## src/rtl/escalonador_round_robin.sv

```systemverilog
// Round-robin process scheduler placed in front of the CPU PC mux: keeps a saved
// PC and state per process, counts the quantum in retired instructions and
// pulses switch_req with the PC the CPU must load.
module escalonador_round_robin #(
  parameter int MAX_PROC = 4,
  parameter int QUANTUM  = 8,
  parameter int PC_W     = 32,
  parameter int ID_W     = $clog2(MAX_PROC)
) (
  input  logic            clk,
  input  logic            reset,
  input  logic            proc_load,
  input  logic [ID_W-1:0] proc_load_id,
  input  logic [PC_W-1:0] proc_load_pc,
  input  logic            proc_start,
  input  logic            instr_retire,
  input  logic [PC_W-1:0] pc_atual,
  input  logic            proc_end,
  input  logic            io_block,
  input  logic            io_done,
  input  logic [ID_W-1:0] io_done_id,
  output logic            switch_req,
  output logic [PC_W-1:0] switch_pc,
  output logic [ID_W-1:0] proc_atual,
  output logic            proc_valid,
  output logic            all_done,
  output logic [7:0]      quantum_left
);

  localparam logic [1:0] E_EMPTY    = 2'd0;
  localparam logic [1:0] E_READY    = 2'd1;
  localparam logic [1:0] E_BLOCKED  = 2'd2;
  localparam logic [1:0] E_FINISHED = 2'd3;

  localparam logic [2:0] S_IDLE     = 3'd0;
  localparam logic [2:0] S_SELECT   = 3'd1;
  localparam logic [2:0] S_DISPATCH = 3'd2;
  localparam logic [2:0] S_RUN      = 3'd3;
  localparam logic [2:0] S_SAVE     = 3'd4;
  localparam logic [2:0] S_DONE     = 3'd5;

  localparam logic [7:0] Q_LOAD = 8'(QUANTUM);

  logic [2:0]          state_reg;
  logic                first_sel_reg;
  logic [MAX_PROC-1:0] ready_vec;
  logic [MAX_PROC-1:0] blocked_vec;
  logic [PC_W-1:0]     entry_pc [MAX_PROC];

  logic run_end;
  logic run_block;

  // proc_end outranks io_block; both outrank quantum expiry
  assign run_end   = (state_reg == S_RUN) && proc_end;
  assign run_block = (state_reg == S_RUN) && io_block && !proc_end;

  // Process table: one state/PC pair per entry
  for (genvar gi = 0; gi < MAX_PROC; gi++) begin : g_entry
    localparam logic [ID_W-1:0] ENTRY_ID = ID_W'(gi);

    logic [1:0]      st_reg;
    logic [PC_W-1:0] pc_reg;
    logic            load_hit;
    logic            end_hit;
    logic            block_hit;
    logic            save_hit;
    logic            wake_hit;

    assign load_hit  = (state_reg == S_IDLE) && proc_load && (proc_load_id == ENTRY_ID);
    assign end_hit   = run_end && (proc_atual == ENTRY_ID);
    assign block_hit = run_block && (proc_atual == ENTRY_ID);
    assign save_hit  = (state_reg == S_SAVE) && (proc_atual == ENTRY_ID);
    // A wake-up arriving together with the block of the same entry still wins
    assign wake_hit  = io_done && (state_reg != S_IDLE) && (io_done_id == ENTRY_ID) &&
                       ((st_reg == E_BLOCKED) || block_hit);

    always_ff @(posedge clk or posedge reset) begin
      if (reset) begin
        st_reg <= E_EMPTY;
        pc_reg <= '0;
      end else begin
        if (load_hit) begin
          st_reg <= E_READY;
          pc_reg <= proc_load_pc;
        end
        if (end_hit) begin
          st_reg <= E_FINISHED;
        end
        if (block_hit) begin
          st_reg <= E_BLOCKED;
          pc_reg <= pc_atual + PC_W'(1);
        end
        if (save_hit) begin
          st_reg <= E_READY;
          pc_reg <= pc_atual;
        end
        if (wake_hit) begin
          st_reg <= E_READY;
        end
      end
    end

    assign ready_vec[gi]   = (st_reg == E_READY);
    assign blocked_vec[gi] = (st_reg == E_BLOCKED);
    assign entry_pc[gi]    = pc_reg;
  end

  // Round-robin search: proc_atual+1 first, proc_atual itself last
  logic [ID_W-1:0] base_id;
  logic [ID_W-1:0] cand_id;
  logic [ID_W-1:0] pick_id;
  logic            pick_found;

  always_comb begin
    base_id    = first_sel_reg ? '0 : proc_atual + ID_W'(1);
    cand_id    = '0;
    pick_id    = '0;
    pick_found = 1'b0;
    for (int k = MAX_PROC - 1; k >= 0; k--) begin
      cand_id = base_id + ID_W'(k);
      if (ready_vec[cand_id]) begin
        pick_found = 1'b1;
        pick_id    = cand_id;
      end
    end
  end

  always_ff @(posedge clk or posedge reset) begin
    if (reset) begin
      state_reg     <= S_IDLE;
      first_sel_reg <= 1'b0;
      switch_req    <= 1'b0;
      switch_pc     <= '0;
      proc_atual    <= '0;
      proc_valid    <= 1'b0;
      all_done      <= 1'b0;
      quantum_left  <= '0;
    end else begin
      case (state_reg)
        S_IDLE: begin
          if (proc_start) begin
            state_reg     <= S_SELECT;
            first_sel_reg <= 1'b1;
          end
        end
        S_SELECT: begin
          if (pick_found) begin
            state_reg     <= S_DISPATCH;
            first_sel_reg <= 1'b0;
            switch_req    <= 1'b1;
            switch_pc     <= entry_pc[pick_id];
            proc_atual    <= pick_id;
            proc_valid    <= 1'b1;
            quantum_left  <= Q_LOAD;
          end else if (blocked_vec == '0) begin
            state_reg <= S_DONE;
            all_done  <= 1'b1;
          end
        end
        S_DISPATCH: begin
          state_reg  <= S_RUN;
          switch_req <= 1'b0;
          switch_pc  <= '0;
        end
        S_RUN: begin
          if (proc_end || io_block) begin
            state_reg  <= S_SELECT;
            proc_valid <= 1'b0;
          end else if (instr_retire) begin
            quantum_left <= quantum_left - 8'd1;
            if (quantum_left == 8'd1) begin
              state_reg <= S_SAVE;
            end
          end
        end
        S_SAVE: begin
          state_reg  <= S_SELECT;
          proc_valid <= 1'b0;
        end
        S_DONE: begin
          state_reg <= S_DONE;
        end
        default: begin
          state_reg <= S_IDLE;
        end
      endcase
    end
  end

endmodule

```

## config.mk

```make
export PLATFORM = sky130hd
export DESIGN_NAME = escalonador_round_robin
export DESIGN_NICKNAME = d
export VERILOG_FILES = /design/src/rtl/escalonador_round_robin.sv
export SDC_FILE = /design/constraint.sdc
export NUM_CORES = 1
export LEC_CHECK = 0
export CAP_MARGIN = 5
export CELL_PAD_IN_SITES_DETAIL_PLACEMENT = 1
export CELL_PAD_IN_SITES_GLOBAL_PLACEMENT = 1
export CORE_MARGIN = 8
export CORE_UTILIZATION = 35
export CTS_CLUSTER_SIZE = 16
export DETAILED_ROUTE_END_ITERATION = 10
export PLACE_DENSITY_LB_ADDON = 0.12
export RECOVER_POWER = 25
export SYNTH_ARGS = -nofsm -noshare
export SYNTH_HDL_FRONTEND = slang
export SYNTH_SLANG_ARGS = --single-unit
```

## constraint.sdc

```tcl
create_clock -name clk -period 11.7 [get_ports clk]
set_clock_uncertainty 0.2 [all_clocks]
set_input_delay 1.17 -clock clk [delete_from_list [all_inputs] [get_ports clk]]
set_output_delay 1.17 -clock clk [all_outputs]
set_load 0.05 [all_outputs]
```

==> results of run 1 <==
[logic make-up (layout without fill, tap and decap cells)]
logic type                 count (synthesis)  count (layout)  share of synthesized area [%]
muxes                                     44              44                           3.93
DFF                                      185             185                           41.0
buffers and inverters                    150             222                           6.04
and+or+nand+nor                          446             446                           19.0
AOI/OAI and AO/OA                        424             424                           27.3
xor gates and xnor gates                  25              25                           1.94
adders and majority gates                  7               7                          0.777
[layout make-up]
| type | instances | area, um^2 | share of cell area, % |
|---|---|---|---|
| Tap cell | 402 | 503 | 3.79 |
| Sequential cell | 185 | 4630 | 34.9 |
| Timing Repair Buffer | 148 | 1400 | 10.6 |
| Clock inverter | 14 | 174 | 1.31 |
| Clock buffer | 18 | 439 | 3.31 |
| Inverter | 42 | 159 | 1.20 |
| Multi-Input combinational cell | 946 | 5950 | 44.9 |
[synth_stat cells (all sizes together), types with 8 or more instances]
| cell type | number |
|---|---|
| dfrtp | 185 |
| nor2 | 177 |
| nand2 | 122 |
| o21ai | 108 |
| a21oi | 69 |
| clkbuf | 59 |
| o221ai | 50 |
| a31oi | 49 |
| buf | 49 |
| a22oi | 48 |
| inv | 42 |
| mux2i | 42 |
| and3 | 38 |
| a221oi | 37 |
| nand3 | 30 |
| o21a | 17 |
| nor2b | 16 |
| xnor2 | 15 |
| nand4 | 10 |
| xor2 | 10 |
| a222oi | 8 |
| nor4 | 8 |
[power groups by stage]
stage	sequential [mW]	clock, mW	combinational, mW
2_1_floorplan	1.34	0	1.20
3_3_place_gp	1.17	0	1.93
3_5_place_dp	1.18	0	1.96
4_1_cts	1.17	0.642	1.97
5_1_grt	1.21	0.667	2.09
6_report	1.17	0.635	1.94
[cell usage in the layout (no fill, tap or decap), types with 20 or more instances in the layout]
master | netlist | routed
a21oi_1 | 67 | 68
a221oi_1 | 37 | 37
a22oi_1 | 48 | 48
a31oi_1 | 49 | 49
and3_1 | 38 | 38
buf_4 | 5 | 26
clkdlybuf4s50_1 | 0 | 118
dfrtp_1 | 185 | 185
inv_1 | 41 | 40
mux2i_1 | 42 | 42
nand2_1 | 122 | 122
nand3_1 | 28 | 26
nor2_1 | 173 | 173
o21ai_0 | 86 | 85
o21ai_1 | 21 | 21
o221ai_1 | 20 | 20
o221ai_2 | 30 | 30
[critical path, cell delays in order]
cell and delay [ns]:
dlygate4sd3_1 0.55, clkinvlp_2 2.08, clkbuf_1 2.44
[layer usage]
layer | global-route usage [%] | part of all wire (%)
met4 | 7.52 | 2.2
met2 | 38.1 | 45
met1 | 34.8 | 47
met5 | 0 | 0
met3 | 3.68 | 5.8
[path summary, 6_finish.rpt]
kind,startpoint,to
worst max-delay path,reset,switch_pc[6]
worst min-delay path,all_done,all_done
worst max register to register,g_entry[3].st_reg[0],switch_pc[9]
worst min register to register,all_done,all_done
max in group clk,g_entry[3].st_reg[0],switch_pc[9]
min in group asynchronous,reset,switch_pc[22]
==> impl_metrics.env, run 1 <==
export IMPL_cp_end_kind="asynchronous set/reset pin"
export IMPL_via_per_inst=6.17
export IMPL_path_class="input pin to asynchronous set/reset pin"
export IMPL_finish_utilization_pct=41.9
export IMPL_ys_seq_elements=185
export IMPL_synth_avg_cell_area_um2=8.80
export IMPL_drtIter0Drc=939
export IMPL_final_area_um2=13300
export IMPL_power_per_cell_area_nw_per_um2=282
export IMPL_netlist_top_cell_by_area="dfrtp_1"
export IMPL_outcome="finished with violations"
export IMPL_clk_path_buf_depth=2
export IMPL_power_frac_comb_pct=51.8
export IMPL_switching_share_pct=46.3
export IMPL_post_cts_buffers=0
export IMPL_final_hold_violation_count=0
export IMPL_wire_per_inst_um=27.0
export IMPL_gp_congestion=0.817
export IMPL_clkPwrFrac_pct=17.0
export IMPL_reg2reg_depth=7
export IMPL_min_path_type="flop to flop"
export IMPL_cts_clk_slew_worst_paths_ns=0.08
export IMPL_boundaryPins=121
export IMPL_dpl_cell_area_um2=12700
export IMPL_cts_resized=0
export IMPL_synth_edf_count=0
export IMPL_die_h_um=196
export IMPL_first_pass_iters=9
export IMPL_startpoint_type="input pin"
export IMPL_netlist_area_um2=11300
export IMPL_seq_area_frac_synth_pct=41.0
export IMPL_clock_sinks=185
export IMPL_grt_pass1_vias=11200
export IMPL_hold_slack_ns=0.289
export IMPL_grt_max_degree=75
export IMPL_fin_crit_sh_pct=57.2
export IMPL_synth_cell_types=74
export IMPL_fmax_mhz=150
export IMPL_vias=10800
export IMPL_syn_inst=1281
export IMPL_drv_cap=3
export IMPL_start_util_pct=35.6
export IMPL_hpwlAfterDp_um=29300
export IMPL_grt_ovfl_total=0
export IMPL_io_buffers=120
export IMPL_rsz0062_at_grt="no"
export IMPL_synth_warnings=0
export IMPL_cts_htree_levels=4
export IMPL_antenna_found_initial=0
export IMPL_crit_arrival_ns=6.32
export IMPL_period_needed_ns=6.69
export IMPL_synthTopCellsByArea="dfrtp_1 (41%), nor2_1 (5.8%), nand2_1 (4.1%)"
export IMPL_cts_tree="yes"
export IMPL_post_place_ws_ns=7.06
export IMPL_p_leak_nw=5.32
export IMPL_netlist_area_leader_share_pct=41.0
export IMPL_p_int_mw=2.01
export IMPL_dpl_cell_count=1723
export IMPL_die_area_um2=38200
export IMPL_syn2layout_area_growth_pct=17.6
export IMPL_maxSlewViolCount=166
export IMPL_nNetsFinal=1423
export IMPL_core_area_um2=31600
export IMPL_vdd_ir_drop_max_v=0.000262
export IMPL_worstPathMaxFanout=74
export IMPL_min_path_cells=1
export IMPL_n_antenna_cell=0
export IMPL_ys_flop_type="dfrtp_1"
export IMPL_drt_total_wl_um=47400
export IMPL_reg2reg_slack_ns=6.90
export IMPL_stdcell_count=1755
export IMPL_postRouteAntennaNets=0
export IMPL_clkLatencyLatePin_ns=0.45
export IMPL_syn_nets=1364
export IMPL_die_w_um=196
export IMPL_slew_headroom_pct=-151
export IMPL_worstPathRequired_ns=11.33
export IMPL_setup_ws_ns=5.01
export IMPL_p_total_mw=3.74
export IMPL_worst_pin_slew_ns=3.74
export IMPL_seqPwrFrac_pct=31.3
export IMPL_synthArstFlopShare_pct=100
export IMPL_grt_pass1_wl_um=72400
export IMPL_final_layout_size_suffix_gt1_share_pct=8.72
export IMPL_cts_root_buf="clkbuf_16"
export IMPL_p_switching_mw=1.73
export IMPL_setup_tns_ns=0
export IMPL_nFillCells=3619
export IMPL_setup_violations_final=0
export IMPL_drc_errors=0
export IMPL_largest_reg_flops=128
export IMPL_violations="max-capacitance violations, max-slew violations"
export IMPL_cts_made_buffers=17
export IMPL_grt_total_usage_pct=24.6
export IMPL_cts_hold_buffers=0
export IMPL_rows=65
Power figures use the tool's default switching activity.
==> run 2: changes to the inputs <==
Clock period 11.7 ns to 6.2 ns, I/O delays scaled along.
==> run 2 against run 1 <==
Effect of this change:
- non-clock buffer count rose by 1
- worst hold slack improved by 0.0012 ns
- critical endpoint is now g_entry[3].pc_reg[29]
- wire length fell by 0.89%
- critical path type unchanged
- die area stayed put
- sequential cell count unchanged
- via count fell by 0.37%
- the flow still finishes with violations (max-capacitance violations, max-slew violations)
- final cell count about the same
- first-iteration DRC count decreased by 2.7%
==> impl_metrics.env, run 2 (synthesis results as in run 1) <==
export IMPL_p_total_mw=7.01
export IMPL_die_area_um2=38200
export IMPL_fmax_mhz=248
export IMPL_drt_total_wl_um=47000
export IMPL_wire_per_inst_um=26.7
export IMPL_slew_headroom_pct=-84.4
export IMPL_power_per_cell_area_nw_per_um2=528
export IMPL_hold_slack_ns=0.290
export IMPL_drc_errors=0
export IMPL_cts_hold_buffers=0
export IMPL_dpl_cell_count=1724
export IMPL_worstPathRequired_ns=5.96
export IMPL_grt_ovfl_total=0
export IMPL_rsz0062_at_grt="no"
export IMPL_clock_sinks=185
export IMPL_setup_violations_final=0
export IMPL_die_h_um=196
export IMPL_boundaryPins=121
export IMPL_cts_htree_levels=4
export IMPL_start_util_pct=35.6
export IMPL_nFillCells=3631
export IMPL_gp_congestion=0.824
export IMPL_io_buffers=120
export IMPL_reg2reg_depth=8
export IMPL_final_common_cell="dfrtp_1"
export IMPL_r2r_start="proc_atual[0]"
export IMPL_final_area_um2=13300
export IMPL_antenna_found_initial=0
export IMPL_outcome="finished with violations"
export IMPL_reg2reg_slack_ns=2.38
export IMPL_cp_startpoint="reset"
export IMPL_cts_root_buf="clkbuf_16"
export IMPL_finish_utilization_pct=41.9
export IMPL_nNetsFinal=1424
export IMPL_period_needed_ns=4.03
export IMPL_post_place_ws_ns=2.14
export IMPL_p_leak_nw=5.31
export IMPL_r2r_end="switch_pc[30]"
export IMPL_maxSlewViolCount=49
export IMPL_clkLatencyLatePin_ns=0.46
export IMPL_grt_total_usage_pct=24.5
export IMPL_min_path_type="flop to flop"
export IMPL_drv_cap=1
export IMPL_setup_ws_ns=2.17
export IMPL_grt_pass1_wl_um=71800
export IMPL_final_cell_mix="dfrtp_1 (185), nor2_1 (173), nand2_1 (122), clkdlybuf4s50_1 (119), o21ai_0 (85)"
export IMPL_setup_tns_ns=0
export IMPL_first_pass_iters=5
export IMPL_core_area_um2=31600
export IMPL_clk_path_buf_depth=2
export IMPL_vdd_ir_drop_max_v=0.000448
export IMPL_path_class="input pin to asynchronous set/reset pin"
export IMPL_final_layout_size_suffix_gt1_share_pct=8.86
export IMPL_post_cts_buffers=0
export IMPL_violations="max-capacitance violations, max-slew violations"
export IMPL_stdcell_count=1756
export IMPL_cts_resized=0
export IMPL_final_hold_violation_count=0
export IMPL_drtIter0Drc=914
export IMPL_startpoint_type="input pin"
export IMPL_cts_clk_slew_worst_paths_ns=0.07
export IMPL_syn2layout_area_growth_pct=17.6
export IMPL_crit_arrival_ns=3.79
export IMPL_fin_crit_sh_pct=65.0
export IMPL_crit_end="g_entry[3].pc_reg[29]"
export IMPL_postRouteAntennaNets=0
export IMPL_via_per_inst=6.14
export IMPL_rows=65
export IMPL_hpwlAfterDp_um=30100
export IMPL_dpl_cell_area_um2=12700
export IMPL_cts_tree="yes"
export IMPL_die_w_um=196
export IMPL_n_antenna_cell=0
export IMPL_cp_end_kind="asynchronous set/reset pin"
export IMPL_grt_max_degree=94
export IMPL_cts_made_buffers=17
export IMPL_worstPathMaxFanout=93
export IMPL_worst_pin_slew_ns=2.77
export IMPL_vias=10800
export IMPL_largest_reg_flops=128
export IMPL_grt_pass1_vias=11200
## run 2: area by class of cell
| cell class | count | area, um^2 | area share [%] |
|---|---|---|---|
| Multi-Input combinational cell | 946 | 5980 | 45.1 |
| Sequential cell | 185 | 4630 | 34.9 |
| Timing Repair Buffer | 149 | 1420 | 10.7 |
| Tap cell | 402 | 503 | 3.79 |
| Clock buffer | 20 | 447 | 3.37 |
| Inverter | 42 | 165 | 1.25 |
| Clock inverter | 12 | 119 | 0.896 |
## run 2: worst min-delay path by stage
| stage | to | cells past startpoint | from | slack, ns |
|---|---|---|---|---|
| finish | all_done | 1 | all_done | 0.29 |
| CTS | all_done | 1 | all_done | 0.29 |
| global placement | all_done | 1 | all_done | 0.27 |
| floorplan | g_entry[1].pc_reg[21] | 1 | g_entry[1].pc_reg[21] | 0.26 |
| global route | all_done | 1 | all_done | 0.31 |
| detailed placement | all_done | 1 | all_done | 0.27 |
## run 2: routing by layer
metal | track usage (%) | vias up | share of wire (%)
met1 | 33.8 | 5506 | 46
li1 | - | 4834 | -
met4 | 7.27 | 0 | 2.1
met2 | 38.6 | 390 | 46
met5 | 0 | - | 0
met3 | 4.56 | 60 | 6.1
## run 2: worst max-delay path: stages
cell and delay, ns:
dlygate4sd3_1 0.61, inv_8 0.48, clkbuf_1 2.02
## run 2: where the power goes
group | internal [mW] | leakage [nW] | switching (mW)
Sequential | 1.80 | 2.14 | 0.407
Combinational | 1.39 | 2.90 | 2.30
Clock | 0.571 | 0.268 | 0.536
==> run 3: changes to the inputs <==
Clock period 6.2 ns to 3.7 ns, I/O delays scaled along.
==> run 3 against run 2 <==
Effect of this change:
- the flow still finishes with violations (max-capacitance violations, max-slew violations)
- sequential cell count unchanged
- total power increased by 72%
- combinational power increased by 73%
- largest power group unchanged
- highest routed layer is now met5
==> impl_metrics.env, run 3 (synthesis results as in run 1) <==
export IMPL_clkLatencyLatePin_ns=0.46
export IMPL_final_cell_mix="dfrtp_1 (185), nor2_1 (173), nand2_1 (122), clkdlybuf4s50_1 (119), o21ai_0 (85)"
export IMPL_startpoint_type="flop"
export IMPL_r2r_end="g_entry[3].pc_reg[27]"
export IMPL_r2r_start="state_reg[1]"
export IMPL_vias=10800
export IMPL_crit_arrival_ns=3.17
export IMPL_core_area_um2=31600
export IMPL_die_h_um=196
export IMPL_cts_clk_slew_worst_paths_ns=0.08
export IMPL_stdcell_count=1786
export IMPL_setup_violations_final=0
export IMPL_final_layout_size_suffix_gt1_share_pct=11.1
export IMPL_path_cells="nor2_1, nand3_1, nand2_1, nor2_1, a221oi_1, a31oi_1"
export IMPL_cts_made_buffers=17
export IMPL_drtIter0Drc=864
export IMPL_antenna_found_initial=3
export IMPL_reg2reg_depth=6
export IMPL_dpl_cell_count=1753
export IMPL_via_per_inst=6.07
export IMPL_clock_sinks=185
export IMPL_cts_tree="yes"
export IMPL_path_class="flop to flop"
export IMPL_rows=65
export IMPL_grt_pass1_wl_um=73800
export IMPL_drc_errors=0
export IMPL_first_pass_iters=7
export IMPL_final_area_um2=13600
export IMPL_start_util_pct=35.6
export IMPL_drv_cap=2
export IMPL_slew_headroom_pct=-45.3
export IMPL_nNetsFinal=1453
export IMPL_cts_hold_buffers=0
export IMPL_worst_pin_slew_ns=2.18
export IMPL_period_needed_ns=3.07
export IMPL_worstPathMaxFanout=13
export IMPL_drt_total_wl_um=48500
export IMPL_boundaryPins=121
export IMPL_vdd_ir_drop_max_v=0.000607
export IMPL_die_area_um2=38200
export IMPL_regArea_um2=4630
export IMPL_largest_reg_flops=128
export IMPL_cts_resized=0
export IMPL_gp_congestion=0.853
export IMPL_worstPathRequired_ns=3.80
export IMPL_fin_crit_sh_pct=82.9
export IMPL_grt_pass1_vias=11500
export IMPL_grt_max_degree=74
export IMPL_clk_path_buf_depth=2
export IMPL_syn2layout_area_growth_pct=20.9
export IMPL_reg2reg_slack_ns=0.63
export IMPL_p_leak_nw=5.50
export IMPL_outcome="finished with violations"
export IMPL_dpl_cell_area_um2=13100
export IMPL_io_buffers=120
export IMPL_fmax_mhz=326
export IMPL_hpwlAfterDp_um=31400
export IMPL_final_common_cell="dfrtp_1"
export IMPL_grt_ovfl_total=0
export IMPL_setup_tns_ns=0
export IMPL_post_cts_buffers=0
export IMPL_nFillCells=3636
export IMPL_grt_total_usage_pct=25.4
export IMPL_critPathSlowestCell="nand3_1"
export IMPL_cts_htree_levels=4
export IMPL_maxSlewViolCount=107
export IMPL_critical_path_most_common_cell="nor2_1"
export IMPL_multiInputGateArea_um2=6010
export IMPL_final_hold_violation_count=0
export IMPL_violations="max-capacitance violations, max-slew violations"
export IMPL_cp_end_kind="flop"
export IMPL_rsz0062_at_grt="no"
export IMPL_power_per_cell_area_nw_per_um2=882
export IMPL_min_path_type="input pin to asynchronous set/reset pin"
export IMPL_wire_per_inst_um=27.2
export IMPL_finish_utilization_pct=43.1
export IMPL_cts_root_buf="clkbuf_16"
export IMPL_die_w_um=196
export IMPL_cp_slowest_stage_delay_ns=0.63
export IMPL_hold_slack_ns=0.177
export IMPL_postRouteAntennaNets=0
## run 3: where the power goes
part / total [mW] / switching [mW] / internal [mW]
registers: 3.69 / 0.670 / 3.02
clock network: 1.96 / 0.898 / 1.06
logic: 6.38 / 3.91 / 2.46
total: 12.0 / 5.48 / 6.54
## run 3: metrics by stage
step	setup slack (ns)	power, mW
floorplan	0.731	8.02
global placement	0.624	9.95
detailed placement	0.447	10.1
CTS	0.634	12.1
global route	0.252	12.8
finish	0.632	12.0
## run 3: worst max-delay path by stage
stage	end	startpoint
after CTS	g_entry[3].pc_reg[27]	state_reg[0]
after global placement	g_entry[3].pc_reg[30]	pc_atual[1]
after detailed placement	g_entry[3].pc_reg[30]	pc_atual[1]
final	g_entry[3].pc_reg[27]	state_reg[1]
after floorplan	switch_pc[0]	proc_atual[0]
after global routing	g_entry[3].pc_reg[13]	reset
## run 3: layout make-up
| type | count | area share [%] |
|---|---|---|
| Clock buffer | 20 | 3.42 |
| Clock inverter | 12 | 1.02 |
| Antenna cell | 1 | 0.0184 |
| Timing Repair Buffer | 178 | 12.6 |
| Sequential cell | 185 | 34.0 |
| Multi-Input combinational cell | 946 | 44.1 |
| Inverter | 42 | 1.17 |
| Tap cell | 402 | 3.69 |
## run 3: per-layer routing
layer	global-route usage [%]	wire length, um	part of all wire, %
met5	0	32	0.066
met4	8.67	1170	2.4
met3	4.30	2950	6.1
met2	40.7	22500	46
met1	34.1	21900	45
## run 3: worst max-delay path: cells and delay by family (launching register included)
kind	cells	cell delay, ns
AO/OA/AOI/OAI	2	0.32
flip-flops	1	0.57
AND/OR/NAND/NOR	4	1.84
